==> src/rtl/fifo_uart_tx.sv <==
// FIFO-to-UART bridge: pops bytes from a registered-output FIFO and sends each
// as an 8N1 frame (start 0, LSB-first data, stop 1) on a registered tx line.
module fifo_uart_tx #(
  parameter int unsigned CLKS_PER_BIT = 16,
  parameter int unsigned DATA_W       = 8
) (
  input  logic              clk,
  input  logic              rst,
  input  logic              tx_en,
  input  logic              fifo_empty,
  input  logic [DATA_W-1:0] fifo_data,
  output logic              fifo_rd_en,
  output logic              tx,
  output logic              busy,
  output logic              frame_done
);

  localparam int unsigned BaudW = $clog2(CLKS_PER_BIT);
  localparam int unsigned BitW  = $clog2(DATA_W + 1);

  localparam logic [BaudW-1:0] BaudLast = BaudW'(CLKS_PER_BIT - 1);
  localparam logic [BaudW-1:0] BaudPen  = BaudW'(CLKS_PER_BIT - 2);
  localparam logic [BitW-1:0]  BitLast  = BitW'(DATA_W - 1);

  typedef enum logic [2:0] {StIdle, StPop, StLoad, StStart, StData, StStop} state_e;

  state_e            state;
  logic [BaudW-1:0]  baud_cnt;
  logic [BitW-1:0]   bit_cnt;
  logic [DATA_W-1:0] shift_reg;
  logic              baud_last;
  logic              start_ok;

  assign baud_last = (baud_cnt == BaudLast);
  assign start_ok  = tx_en && !fifo_empty;

  always_ff @(posedge clk) begin
    if (rst) begin
      state      <= StIdle;
      tx         <= 1'b1;
      fifo_rd_en <= 1'b0;
      busy       <= 1'b0;
      frame_done <= 1'b0;
      baud_cnt   <= '0;
      bit_cnt    <= '0;
      shift_reg  <= '0;
    end else begin
      fifo_rd_en <= 1'b0;
      frame_done <= 1'b0;
      unique case (state)
        StIdle: begin
          tx       <= 1'b1;
          baud_cnt <= '0;
          bit_cnt  <= '0;
          if (start_ok) begin
            state      <= StPop;
            fifo_rd_en <= 1'b1;
            busy       <= 1'b1;
          end
        end
        StPop: begin
          state <= StLoad;
        end
        StLoad: begin
          // FIFO output is valid now, one cycle after the pop strobe.
          shift_reg <= fifo_data;
          tx        <= 1'b0;
          baud_cnt  <= '0;
          state     <= StStart;
        end
        StStart: begin
          if (baud_last) begin
            baud_cnt <= '0;
            bit_cnt  <= '0;
            tx       <= shift_reg[0];
            state    <= StData;
          end else begin
            baud_cnt <= baud_cnt + 1'b1;
          end
        end
        StData: begin
          if (baud_last) begin
            baud_cnt <= '0;
            if (bit_cnt == BitLast) begin
              tx    <= 1'b1;
              state <= StStop;
            end else begin
              shift_reg <= shift_reg >> 1;
              tx        <= shift_reg[1];
              bit_cnt   <= bit_cnt + 1'b1;
            end
          end else begin
            baud_cnt <= baud_cnt + 1'b1;
          end
        end
        StStop: begin
          if (baud_last) begin
            baud_cnt <= '0;
            bit_cnt  <= '0;
            if (start_ok) begin
              state      <= StPop;
              fifo_rd_en <= 1'b1;
            end else begin
              state <= StIdle;
              busy  <= 1'b0;
            end
          end else begin
            baud_cnt <= baud_cnt + 1'b1;
            // Registered pulse lands on the final stop-bit cycle.
            if (baud_cnt == BaudPen) frame_done <= 1'b1;
          end
        end
        default: begin
          state <= StIdle;
          busy  <= 1'b0;
          tx    <= 1'b1;
        end
      endcase
    end
  end

endmodule

==> config.mk <==
export PLATFORM = sky130hd
export DESIGN_NAME = fifo_uart_tx
export DESIGN_NICKNAME = d
export VERILOG_FILES = /design/src/rtl/fifo_uart_tx.sv
export SDC_FILE = /design/constraint.sdc
export NUM_CORES = 1
export LEC_CHECK = 0
export ABC_AREA = 1
export CORE_MARGIN = 10
export CORE_UTILIZATION = 54
export DETAILED_ROUTE_END_ITERATION = 10
export PLACE_DENSITY_LB_ADDON = 0.08
export SYNTH_ARGS = -nofsm -noshare
export SYNTH_HDL_FRONTEND = slang
export SYNTH_SLANG_ARGS = --single-unit
==> constraint.sdc <==
create_clock -name clk -period 1.7 [get_ports clk]
set_input_delay 0.34 -clock clk [delete_from_list [all_inputs] [get_ports clk]]
set_output_delay 0.34 -clock clk [all_outputs]
set_load 0.02 [all_outputs]
# [Word level (Yosys, flattened, before mapping)]
# Index checks and enable logic that the tools add are counted.
[classes] n_mul=0 mux=28 magnitude_cmp=0 n_addsub=2 shifts=0 n_eq_ne=16 n_reduce_logical=17 bitwise_logic=3 div_mod_pow=0
[op_table] cell="case mux 3 bit (6 select lines)" n=1
[op_table] cell="two-way mux 4 bit" n=4
[op_table] cell="two-way mux 8 bit" n=2
[op_table] cell="case mux 8 bit (2 select lines)" n=1
[op_table] cell="two-way mux 3 bit" n=5
[op_table] cell="!= test 2 bit, second input constant" n=7
[op_table] cell="case mux 4 bit (3 select lines)" n=1
[op_table] cell="two-way mux 1 bit" n=10
[op_table] cell="adder 4 x 1 -> 4 bit, second input constant" n=2
[op_table] cell="== test 4 bit, second input constant" n=2
[op_table] cell="case mux 4 bit (2 select lines)" n=1
[op_table] cell="AND reduction 4 bit" n=2
[op_table] cell="== test 3 x 2 -> 1 bit, second input constant" n=2
[op_table] cell="== test 3 bit, second input constant" n=2
[op_table] cell="AND reduction 3 bit" n=2
[op_table] cell="OR reduction 2 bit" n=3
[op_table] cell="OR reduction 3 bit" n=2
[op_table] cell="AND reduction 5 bit" n=1
[op_table] cell="== test 4 x 3 -> 1 bit, second input constant" n=1
[op_table] cell="case mux 1 bit (4 select lines)" n=1
[op_table] cell="nonzero test 2 bit" n=2
[op_table] cell="OR reduction 4 bit" n=1
[op_table] cell="== test 3 x 1 -> 1 bit, second input constant" n=1
[op_table] cell="zero test 3 bit" n=1
[op_table] cell="other kinds (7)" n=9
[word_totals] latchBits=0 mem_bits_rw=0 in_bits=12 mem_count=0 rom_bits=0 reg_bits=23 wordCells=74

# [Logic depth before layout (Yosys ltp)]
[logic_depth] depth_word=5 ltp_mapped=9 mapped_depth_nobuf=9

# [Least setup slack after synthesis]
# OpenSTA, ideal clock, no wires.
[synth_timing] kind="reg-to-reg" from="register baud_cnt[1]" to="register shift_reg[5]" setup_ns=0.116 n_path_buf=1 stages_incl_launch_ff=10 synth_period_minus_slack_ns=1.401 arrival_time_ns=1.285 slack_ns=0.299 cell_sequence="dfxtp_1 ha_1 nand2_1 nor2_2 nand2_1 nand2_2 nand2_2 buf_6 o21ai_1 a21oi_1"
[synth_between] elab_chain_cells=3
[synth_rtl] item="from (decl)" line_no="28" text="logic [BaudW-1:0] baud_cnt;"
[synth_rtl] item="from (signal assigned)" line_no="78" text="baud_cnt <= baud_cnt + 1'b1;"
[synth_rtl] item="from (signal assigned)" line_no="93" text="baud_cnt <= baud_cnt + 1'b1;"
[synth_rtl] item="from (signal assigned)" line_no="108" text="baud_cnt <= baud_cnt + 1'b1;"
[synth_rtl] item="== test 4 bit" line_no="34" text="assign baud_last = (baud_cnt == BaudLast);"
[synth_rtl] item="!= test 2 bit (no line)"
[synth_rtl] item="AND reduction 3 bit (no line)"
[synth_rtl] item="to (signal assigned)" line_no="66" text="shift_reg <= fifo_data;"
[synth_rtl] item="to (signal assigned)" line_no="88" text="shift_reg <= shift_reg >> 1;"
[synth_rtl] item="to (decl)" line_no="30" text="logic [DATA_W-1:0] shift_reg;"
# No other way between the ends.
# A chain may end at the register's enable or synchronous reset.

# [Final worst setup path]
[layout_timing] from="register tx" to="output tx"
[layout_rtl] item="from (decl)" line_no="13" text="output logic tx,"
[layout_rtl] item="from (signal assigned)" line_no="75" text="tx <= shift_reg[0];"
[layout_rtl] item="from (signal assigned)" line_no="89" text="tx <= shift_reg[1];"
# No word-level cell between the ends.

==> impl_metrics.yaml <==
final_layout:
  drive_above_1_share: 0.110
  most-common-layout-cells: "sky130_fd_sc_hd__nand2_1 (45), sky130_fd_sc_hd__dfxtp_1 (23), sky130_fd_sc_hd__inv_1 (22)"
  fill_cell_instance_count_of_the_final_layout: 217
  final_nets: 225
  most_common_library_cell_in_the_layout_ignoring_fill_and_taps: "sky130_fd_sc_hd__nand2_1"
  seq_area_um2: 460
  number_of_flip_flops_in_the_largest_register: 8
  insertedDiodeCount: 0
  area_delta_synth_final_pct: 15.6
  multi_input_comb_area_um2: 683
min_path:
  number_of_stages_on_the_worst_hold_path: 2
  min_path_type: "reg2reg"
placed_design:
  place_congestion: 0.907
  buffers_added_on_ports: 15
  place_worst_setup_slack_ns: 0.113
  detailedPlacementHpwl_um: 2040
critical_path:
  timing.critical_path.depth: 1
  worstSetupStartpointType: "flip-flop"
  kind_of_capture_point_of_the_worst_setup_path: "output pin"
  crit_type: "reg2out"
  crit_required_ns: 1.36
  crit_arrival_ns: 1.25
  cpLargestDelayFamily: "buffers and inverters"
  worstRegToRegCells: 7
  critical_path.slowest_cell: "sky130_fd_sc_hd__clkdlybuf4s50_1"
  worst_path_largest_cell_delay_ns: 0.60
  crit_chain: "clkdlybuf4s50_1"
  worst-path-max-fanout: 2
  critical_path_buf_inv_count: 1
clocking:
  clock-root-buffer: "sky130_fd_sc_hd__clkbuf_4"
  cts-htree-levels: 1
  worstSkewPairLatency_ns: 0.30
  cts_tree: "done"
  worst_setup_hold_path_clk_slew_ns: 0.12
  number_of_clock_sinks: 23
  clock_path_buffers: 2
  cts_buffers: 3
synthesis:
  synth.net_count: 207
  synth.yosys.seq_area_share: 0.360
  warning_count_from_the_yosys_run: 0
  syn_area_um2: 1280
  syn_area_per_cell_um2: 6.65
  synth_cells: 192
  synth.distinct_cells: 23
  ys_seq_elements: 23
timing:
  worst_slack_ns: 0.107
  timing.final.crit_share: 0.937
  hold_violations: 0
  tightestPinTransition_ns: 0.378
  max_slew_margin: 0.747
  final.setup.tns_ns: 0
  layout_min_cycle_time_ns: 1.59
  finClkSkew_ns: 0.00425
  report.final.slew_viol_count: 0
  max_clk_rate_mhz: 628
  setup_repair_after_global_routing_missed_its_margin: "false"
  setup_viol: 0
power_and_ir_drop:
  power_frac_seq: 0.402
  leakage_power_nw: 0.651
  power.total_mw: 2.02
  power.switching_mw: 0.866
  power_frac_clock: 0.122
  pwr_density_cell_nw_per_um2: 1370
  internal_power_mw: 1.15
  swShare: 0.430
  max-vdd-ir-drop_uv: 782
  p_comb_frac: 0.476
routing:
  drtPass1Iterations: 4
  route.detailed.drc: 0
  wl_per_cell_um: 11.1
  detailedRoute.firstIterationViolations: 70
  drt_wl_total_um: 2630
  ant_nets: 0
  num_vias: 1202
  via_per_inst: 5.07
global_route:
  grt_start_max_net_pins: 16
  overflow: 0
  initial_antenna_violation_count: 0
  grt_pass1_vias: 1123
  grt_use_total: 0.123
  grt_first_pass_wirelength_um: 4580
die:
  cell_rows: 17
  io_pins: 16
  initial_core_util: 0.572
  die-width_um: 68.6
  dieHeight_um: 68.6
  core-area_um2: 2230
  die_area_um2: 4710
run_status:
  outcome: "completed"
flow_run:
  drv_cap: 0
## layer usage
layer | vias to the layer above | part of all wire | GRT usage | wire length [um]
li1 | 652 | - | - | -
met1 | 534 | 0.50 | 0.139 | 1300
met2 | 14 | 0.46 | 0.219 | 1210
met3 | 2 | 0.035 | 0.0225 | 92
met4 | 0 | 0.0080 | 0.0528 | 21
met5 | - | 0 | 0 | 0
## per-stage QoR
step	instances	instance area, um2	hold WS, ns	utilization
after floorplan	192	1280	0.425	-
after global placement	233	1450	0.440	0.648
after detailed placement	233	1450	0.446	0.648
after CTS	237	1470	0.465	0.660
after global routing	237	1480	0.490	0.661
final	237	1480	0.460	0.661
## layout make-up
cell class / instances / share of cell area
inverter: 24 / 0.0610
clock inverter: 1 / 0.00339
tap: 28 / 0.0237
timing repair buffer: 19 / 0.122
sequential: 23 / 0.312
clock buffer: 3 / 0.0153
multi-input combinational: 139 / 0.463
## path summary, 6_finish.rpt
path / from / to / slack (ns)
max reg2reg: state[2] / shift_reg[1] / 0.17
max: tx / tx / 0.11
min: shift_reg[2] / shift_reg[2] / 0.46
min reg2reg: shift_reg[2] / shift_reg[2] / 0.46
## synth_stat cells
master                      n  area [um2]
sky130_fd_sc_hd__a31oi_1    1        6.26
sky130_fd_sc_hd__clkbuf_1   2        7.51
sky130_fd_sc_hd__inv_2      2        7.51
sky130_fd_sc_hd__buf_6      3        33.8
sky130_fd_sc_hd__inv_1     22        82.6
sky130_fd_sc_hd__xor2_1     2        17.5
sky130_fd_sc_hd__nand3_1   17        85.1
sky130_fd_sc_hd__o21ai_0    5        25.0
sky130_fd_sc_hd__ha_1       3        37.5
sky130_fd_sc_hd__o21ai_1   11        55.1
sky130_fd_sc_hd__nand2_1   45         169
sky130_fd_sc_hd__dfxtp_1   23         460
sky130_fd_sc_hd__nand3_2    2        20.0
sky130_fd_sc_hd__nand2_2    4        25.0
sky130_fd_sc_hd__o211ai_2   1        12.5
sky130_fd_sc_hd__or2_2      1        6.26
sky130_fd_sc_hd__nor2_4     1        11.3
sky130_fd_sc_hd__nor2_1    22        82.6
sky130_fd_sc_hd__nand4_1    3        18.8
sky130_fd_sc_hd__nor2_2     3        18.8
sky130_fd_sc_hd__buf_2      1        5.00
sky130_fd_sc_hd__nor3_1     1        5.00
sky130_fd_sc_hd__a21oi_1   17        85.1
## cell families (layout without fill, tap and decap cells)
kind of cell,Yosys count,count (layout),share of synthesized area
flops,23,23,0.360
fa+ha+maj,3,3,0.0294
xor+xnor,2,2,0.0137
compound gates,35,35,0.144
simple gates,99,99,0.346
buf+inv,30,47,0.107
## power by group through the flow
stage	clock network [mW]	registers [mW]	logic (mW)
after floorplan	0	0.807	0.783
after CTS	0.263	0.811	0.955
after detailed placement	0	0.824	0.952
after global placement	0	0.819	0.923
after global routing	0.287	0.835	1.09
final	0.245	0.811	0.960
## repair_timing
item	in CTS	in global routing
resized for setup	0	1
endpoints found under the setup margin	0	1
hold buffers	0	0
buffers inserted	0	0
(Power assumes the default switching activity.)
